===== src/rtl/mem_port_arbiter.sv =====
// ---------------------------------------------------------------------------
// mem_port_arbiter
//
// Shares one single-port synchronous RAM (word addressed, 1-cycle read
// latency) between the CPU instruction-fetch port and the CPU load/store
// port. One access is in flight at a time:
//   IDLE  -> pick a winner, register the RAM command and the winner's ack
//   ISSUE -> command is on the RAM bus; writes return to IDLE afterwards
//   RESP  -> RAM read data is forwarded combinationally to the owner
// Data accesses win ties, but after STARVE_MAX back-to-back data grants
// with a fetch waiting, the fetch is forced through.
//
// Optional feature (compile-time macro MEM_ARB_WRCNT_EN): adds parameter
// CNT_W and output led_num, a wrapping count of granted stores.
//
// Ports:
//   clk, rst                 clock (rising edge), async active-high reset
//   if_req/if_addr           fetch request, held until if_ack
//   if_ack/if_rvalid/if_rdata  fetch accept pulse, data-valid pulse, data
//   d_req/d_we/d_addr/d_wdata  data request, held until d_ack
//   d_ack/d_rvalid/d_rdata   data accept pulse, load-data-valid pulse, data
//   mem_en/mem_we/mem_addr/mem_wdata/mem_rdata  RAM macro interface
//   busy                     high whenever an access is in progress
//   led_num                  store count (only with MEM_ARB_WRCNT_EN)
// ---------------------------------------------------------------------------
module mem_port_arbiter #(
  parameter int MW         = 6,
  parameter int STARVE_MAX = 4
`ifdef MEM_ARB_WRCNT_EN
  ,parameter int CNT_W     = 8
`endif
) (
  input  logic          clk,
  input  logic          rst,
  input  logic          if_req,
  input  logic [31:0]   if_addr,
  output logic          if_ack,
  output logic          if_rvalid,
  output logic [31:0]   if_rdata,
  input  logic          d_req,
  input  logic          d_we,
  input  logic [31:0]   d_addr,
  input  logic [31:0]   d_wdata,
  output logic          d_ack,
  output logic          d_rvalid,
  output logic [31:0]   d_rdata,
  output logic          mem_en,
  output logic          mem_we,
  output logic [MW-1:0] mem_addr,
  output logic [31:0]   mem_wdata,
  input  logic [31:0]   mem_rdata,
  output logic          busy
`ifdef MEM_ARB_WRCNT_EN
  ,output logic [CNT_W-1:0] led_num
`endif
);

  typedef enum logic [1:0] {ST_IDLE, ST_ISSUE, ST_RESP} state_t;
  typedef enum logic {OWN_IF, OWN_D} owner_t;

  localparam logic [3:0] STARVE_LIM = 4'(STARVE_MAX);

  state_t        state_reg, state_next;
  owner_t        owner_reg, owner_next;
  logic [3:0]    starve_reg, starve_next;
  logic          mem_en_reg, mem_en_next;
  logic          mem_we_reg, mem_we_next;
  logic [MW-1:0] mem_addr_reg, mem_addr_next;
  logic [31:0]   mem_wdata_reg, mem_wdata_next;
  logic          if_ack_reg, if_ack_next;
  logic          d_ack_reg, d_ack_next;
  logic [31:0]   if_hold_reg, if_hold_next;
  logic [31:0]   d_hold_reg, d_hold_next;
  logic          data_win;
`ifdef MEM_ARB_WRCNT_EN
  logic [CNT_W-1:0] wrcnt_reg, wrcnt_next;
`endif

  // Byte-offset bits and bits above the RAM depth are deliberately ignored.
  logic unused_addr_bits;
  assign unused_addr_bits = ^{if_addr[31:MW+2], if_addr[1:0],
                              d_addr[31:MW+2], d_addr[1:0]};

  // Data wins unless a waiting fetch has already been passed over
  // STARVE_MAX times in a row.
  assign data_win = d_req && !(if_req && (starve_reg == STARVE_LIM));

  always_ff @(posedge clk or posedge rst) begin
    if (rst) begin
      state_reg     <= ST_IDLE;
      owner_reg     <= OWN_IF;
      starve_reg    <= '0;
      mem_en_reg    <= 1'b0;
      mem_we_reg    <= 1'b0;
      mem_addr_reg  <= '0;
      mem_wdata_reg <= '0;
      if_ack_reg    <= 1'b0;
      d_ack_reg     <= 1'b0;
      if_hold_reg   <= '0;
      d_hold_reg    <= '0;
`ifdef MEM_ARB_WRCNT_EN
      wrcnt_reg     <= '0;
`endif
    end else begin
      state_reg     <= state_next;
      owner_reg     <= owner_next;
      starve_reg    <= starve_next;
      mem_en_reg    <= mem_en_next;
      mem_we_reg    <= mem_we_next;
      mem_addr_reg  <= mem_addr_next;
      mem_wdata_reg <= mem_wdata_next;
      if_ack_reg    <= if_ack_next;
      d_ack_reg     <= d_ack_next;
      if_hold_reg   <= if_hold_next;
      d_hold_reg    <= d_hold_next;
`ifdef MEM_ARB_WRCNT_EN
      wrcnt_reg     <= wrcnt_next;
`endif
    end
  end

  always_comb begin
    state_next     = state_reg;
    owner_next     = owner_reg;
    starve_next    = starve_reg;
    mem_en_next    = 1'b0;
    mem_we_next    = 1'b0;
    mem_addr_next  = mem_addr_reg;
    mem_wdata_next = mem_wdata_reg;
    if_ack_next    = 1'b0;
    d_ack_next     = 1'b0;
    if_hold_next   = if_hold_reg;
    d_hold_next    = d_hold_reg;
`ifdef MEM_ARB_WRCNT_EN
    wrcnt_next     = wrcnt_reg;
`endif
    case (state_reg)
      ST_IDLE: begin
        if (data_win) begin
          state_next     = ST_ISSUE;
          owner_next     = OWN_D;
          mem_en_next    = 1'b1;
          mem_we_next    = d_we;
          mem_addr_next  = d_addr[MW+1:2];
          mem_wdata_next = d_wdata;
          d_ack_next     = 1'b1;
          // Count only grants that actually bypass a waiting fetch.
          if (if_req) begin
            starve_next = (starve_reg == STARVE_LIM) ? starve_reg : starve_reg + 4'd1;
          end else begin
            starve_next = '0;
          end
`ifdef MEM_ARB_WRCNT_EN
          if (d_we) begin
            wrcnt_next = wrcnt_reg + 1'b1;
          end
`endif
        end else if (if_req) begin
          state_next     = ST_ISSUE;
          owner_next     = OWN_IF;
          mem_en_next    = 1'b1;
          mem_we_next    = 1'b0;
          mem_addr_next  = if_addr[MW+1:2];
          mem_wdata_next = '0;
          if_ack_next    = 1'b1;
          starve_next    = '0;
        end else begin
          starve_next = '0;
        end
      end
      ST_ISSUE: begin
        state_next = mem_we_reg ? ST_IDLE : ST_RESP;
      end
      ST_RESP: begin
        state_next = ST_IDLE;
        // Keep a copy so the port's rdata stays stable after the pulse.
        if (owner_reg == OWN_IF) begin
          if_hold_next = mem_rdata;
        end else begin
          d_hold_next = mem_rdata;
        end
      end
      default: begin
        state_next = ST_IDLE;
      end
    endcase
  end

  assign if_rvalid = (state_reg == ST_RESP) && (owner_reg == OWN_IF);
  assign d_rvalid  = (state_reg == ST_RESP) && (owner_reg == OWN_D);
  assign if_rdata  = if_rvalid ? mem_rdata : if_hold_reg;
  assign d_rdata   = d_rvalid  ? mem_rdata : d_hold_reg;
  assign if_ack    = if_ack_reg;
  assign d_ack     = d_ack_reg;
  assign mem_en    = mem_en_reg;
  assign mem_we    = mem_we_reg;
  assign mem_addr  = mem_addr_reg;
  assign mem_wdata = mem_wdata_reg;
  assign busy      = (state_reg != ST_IDLE);
`ifdef MEM_ARB_WRCNT_EN
  assign led_num   = wrcnt_reg;
`endif

endmodule


===== config.mk =====
export PLATFORM = sky130hd
export DESIGN_NAME = mem_port_arbiter
export DESIGN_NICKNAME = d
export VERILOG_FILES = /design/src/rtl/mem_port_arbiter.sv
export SDC_FILE = /design/constraint.sdc
export NUM_CORES = 1
export LEC_CHECK = 0
export CELL_PAD_IN_SITES_DETAIL_PLACEMENT = 1
export CELL_PAD_IN_SITES_GLOBAL_PLACEMENT = 2
export CORE_UTILIZATION = 24
export CTS_CLUSTER_DIAMETER = 60
export DETAILED_ROUTE_END_ITERATION = 10
export PLACE_DENSITY_LB_ADDON = 0.1
export SLEW_MARGIN = 5
export SYNTH_ARGS = -nofsm -noshare
export SYNTH_HDL_FRONTEND = slang
export SYNTH_SLANG_ARGS = --single-unit

===== constraint.sdc =====
create_clock -name clk -period 3.97 [get_ports clk]
set_input_delay 0.397 -clock clk [delete_from_list [all_inputs] [get_ports clk]]
set_output_delay 0.397 -clock clk [all_outputs]
set_load 0.01 [all_outputs]

* Yosys cells after proc, flatten, opt, wreduce, memory -nomap -nowiden
Index checks and enable logic that the tools add are counted.
** Word-level totals
- Bits in registers :: 113
- Bits of input ports :: 133
- Output and inout bits :: 109
- Logic and storage cells :: 54
** Operators by class
- Add/subtract/negate cells :: 1
- Eq/ne operators :: 5
- Multiplexer cells :: 24
- Bitwise operators :: 1
- Reduce and logical (&&, ||, !) cells :: 12
** Operator list (number)
- $mux 32 :: 4
- $mux 4 :: 3
- $mux 6 :: 2
- $mux 1 :: 11
- $reduce_and 2->1 :: 4
- $mux 2 :: 3
- $ne 3x3->1 const B :: 2
- $add 4x1->4 const B :: 1
- $eq 4x3->1 const B :: 1
- $logic_and 1x1->1 :: 4
- $pmux 2 s2 :: 1
- $reduce_bool 2->1 :: 2
- $eq 2x1->1 const B :: 1
- $eq 2x2->1 const B :: 1
- $logic_not 2->1 :: 1
- $logic_not 1->1 :: 1
- $not 1->1 :: 1

* Depth between registers and ports, before layout
- Word-level depth :: 6
- Mapped depth :: 7

* Least setup slack after synthesis
No wires, ideal clock.
- Path type :: reg2out
- From :: reg state_reg[0]
- To :: out if_rdata[10]
- Data arrival time :: 1.328 ns
- Data required time :: 3.573 ns
- Path slack :: 2.245 ns
- Stages on the path, launching flop included :: 4
- Buffers on the path :: 1
- Path through :: dfrtp_1 -> nor3b_4 -> buf_4 -> mux2_2
** On the way
- Cells in the longest elaborated chain, start to end :: 3
** Ends and longest elaborated chain
- start, declared :: line 63 : state_t state_reg, state_next;
- start signal, assigned :: line 105 : state_reg <= state_next;
- $eq 2x2->1 :: line 189 : assign if_rvalid = (state_reg == ST_RESP) && (owner_reg == OWN_IF);
- $logic_and 1x1->1 :: line 189
- named net if_rvalid :: line 38 : output logic if_rvalid,
- $mux 32 :: line 191 : assign if_rdata = if_rvalid ? mem_rdata : if_hold_reg;
- end, declared :: line 39 : output logic [31:0] if_rdata,
The timed path passes the listed nets, and every way through them passes these cells.

* Final worst setup path
- From :: reg state_reg[0]
- To :: out if_rdata[17]
** On the way
- Cells in the longest elaborated chain, start to end :: 3
** Ends and longest elaborated chain (line)
- $eq 2x2->1 :: 189
- $logic_and 1x1->1 :: 189
- $mux 32 :: 191
Every way passes these cells.

==> impl_metrics.toml <==
[cts]
post_cts_resized = 0
tritoncts = "built"
insertion_delay_ps = 400
root_buffer = "clkbuf_16"
post_cts_buffers = 0
numClockSinks = 113
ctsHtreeMaxLevel = 4
cts_buffers = 17
cts_buffer_depth = 2
ctsHoldBuffers = 0
clkTransAtPathRegs_ps = 50

[timing]
max_freq_mhz = 354
finalHoldViolCount = 0
worst_pin_slew_ps = 753
report.final.slew_viol_count = 0
finalSetupViolCount = 0
fin_crit_ps = 2820
period_share = 0.711
setup_tns_ps = 0
timing.slew.headroom = 0.498
clock_skew_ps = 6.71
rsz0062_at_grt = "false"
fin_ws_ps = 1150

[drt]
routed_wl_mm = 12.5
antenna_left = 0
drt_iter0_markers = 89
viasPerCell = 4.35
wl_per_cell_um = 17.3
vias = 3146
drc_errors = 0
drtPass1Iterations = 4

[worst_setup_path]
endpoint = "if_rdata[17]"
worstPathBufferInverterCount = 2
critPathMaxStageDelay_ps = 510
critPathMaxFanout = 33
r2r-end = "mem_addr[1]"
path_cells = "nor3b_4 > buf_4 > mux2_2 > clkdlybuf4s50_1"
cp-startpoint = "state_reg[0]"
path_delay_family = "buffers and inverters"
endpoint_kind = "primary output"
crit_arrival_ps = 2430
ff2ff_setup_slack_ps = 2050
critPathKind = "reg -> out"
cp.depth = 4
crit_slowest_cell = "clkdlybuf4s50_1"
startpoint_type = "register"
reg2reg_depth = 4
r2r_start = "state_reg[0]"
critPathRequiredTime_ps = 3570

[final_layout]
area_growth_pct = 60.9
diodes = 0
fillers = 1813
regArea_mm2 = 0.00283
fin_area_mm2 = 0.00699
layout-drive-gt1-share = 0.202
nets = 623
multi_input_area_mm2 = 0.00137

[global_route]
grt_usage = 0.141
grt_pass1_wl_mm = 19.3
grt_pass1_vias = 3390
antenna_found_initial = 0
globalRouteOverflowTotal = 0
grt_max_degree = 59

[logic_synthesis]
synth_cell_types = 36
yosysSeqAreaShare = 0.651
synth_seq_cells = 113
synth_cells = 289
yosysWarnings = 0
syn-num-nets = 424
syn_area_mm2 = 0.00435
avgSynthCellArea_um2 = 15.0

[status]
status = "completed"

[power_and_ir_drop]
power_leakage_uw = 0.00295
vdd_ir_drop_max_mv = 0.332
powerDensity_mw_per_mm2 = 849

[floorplan]
placementRows = 48
core_mm2 = 0.0175
die_y_um = 137
io_pins = 242
start_util = 0.249
dieArea_mm2 = 0.0187
die_w_um = 137

[placement]
port_buffers = 189
dp_hpwl_mm = 8.93
place_area_mm2 = 0.00646
place.gp.congestion = 0.725
pre_cts_ws_ps = 1280

[worst_hold_path]
worstHoldPathType = "reg -> reg"

[run]
maxCapViolCount = 0
==> where the power goes <==
| group | switching [uW] | internal, uW | total, uW | leakage, uW |
|---|---|---|---|---|
| Clock | 498 | 868 | 1370 | 0.000269 |
| Sequential | 196 | 1690 | 1880 | 0.00137 |
| Combinational | 1130 | 1550 | 2680 | 0.00130 |
| Total | 1820 | 4110 | 5930 | 0.00295 |
==> cell type report <==
cell class,count,share of cell area
Clock buffer,25,0.0723
Clock inverter,5,0.00412
Inverter,9,0.00519
Multi-Input combinational cell,151,0.196
Sequential cell,113,0.404
Tap cell,225,0.0403
Timing Repair Buffer,196,0.278
==> synthesized netlist by cell type, drive strengths merged <==
master  number  area (um2)
nand4b       1        8.76
and2         1        6.26
and4b        1        10.0
nor3         1        16.3
a21oi        7        35.0
buf         15         114
mux2        64         721
a41o         1        10.0
ha           2        25.0
nand4        1        6.26
nand2        5        21.3
inv          9        33.8
o22ai        1        6.26
a31oi        6        37.5
nor2         2        15.0
a221o        1        10.0
o21ai        7        35.0
nand3b       2        15.0
nor3b        2        26.3
dfrtp      113        2830
nand3        8        40.0
a22o        32         280
or2          1        6.26
a21o         1        7.51
nor4         1        6.26
a32o         1        10.0
clkbuf       1        3.75
nor2b        2        12.5
==> metal layers <==
layer  vias up  share of wire  global-route usage
met2       113           0.49               0.217
li1       1451              -                   -
met5         -              0                   0
met4         0          0.014              0.0630
met3        11          0.078              0.0548
met1      1571           0.42               0.175
==> how the worst min path moves through the flow <==
| stage | from | end | slack, ps | cells after the start |
|---|---|---|---|---|
| after floorplan | mem_we | state_reg[1] | 470 | 1 |
| after global placement | mem_we | state_reg[1] | 420 | 1 |
| after detailed placement | mem_we | state_reg[1] | 430 | 1 |
| after CTS | mem_we | state_reg[1] | 440 | 1 |
| after global routing | mem_we | state_reg[1] | 450 | 1 |
| final | mem_we | state_reg[1] | 430 | 1 |
==> cell usage in the layout, fill, tap and decap left out, types with 4 or more instances in the layout <==
cell	n
a22o_1	32
a21oi_1	7
nand2_1	4
a31oi_1	6
clkbuf_16	17
dfrtp_1	113
clkdlybuf4s50_1	189
buf_4	7
mux2_2	61
clkinv_2	4
nand3_1	8
clkbuf_8	5
inv_1	7
o21ai_0	7
==> cell families after synthesis <==
family	share of synthesized area
flops	0.651
mux	0.166
compound gates	0.0993
simple gates	0.0438
buf+inv	0.0348
fa+ha+maj	0.00576
==> per-stage QoR <==
stage               std cells  total power [uW]  utilization  hold slack [ps]
finish                    724              5930        0.400              429
floorplan                 289              3130            -              474
CTS                       724              6060        0.400              438
global route              724              6320        0.400              454
global placement          694              4590        0.369              417
detailed placement        694              4650        0.369              426
Note: power is estimated with default switching activity, not from simulation.
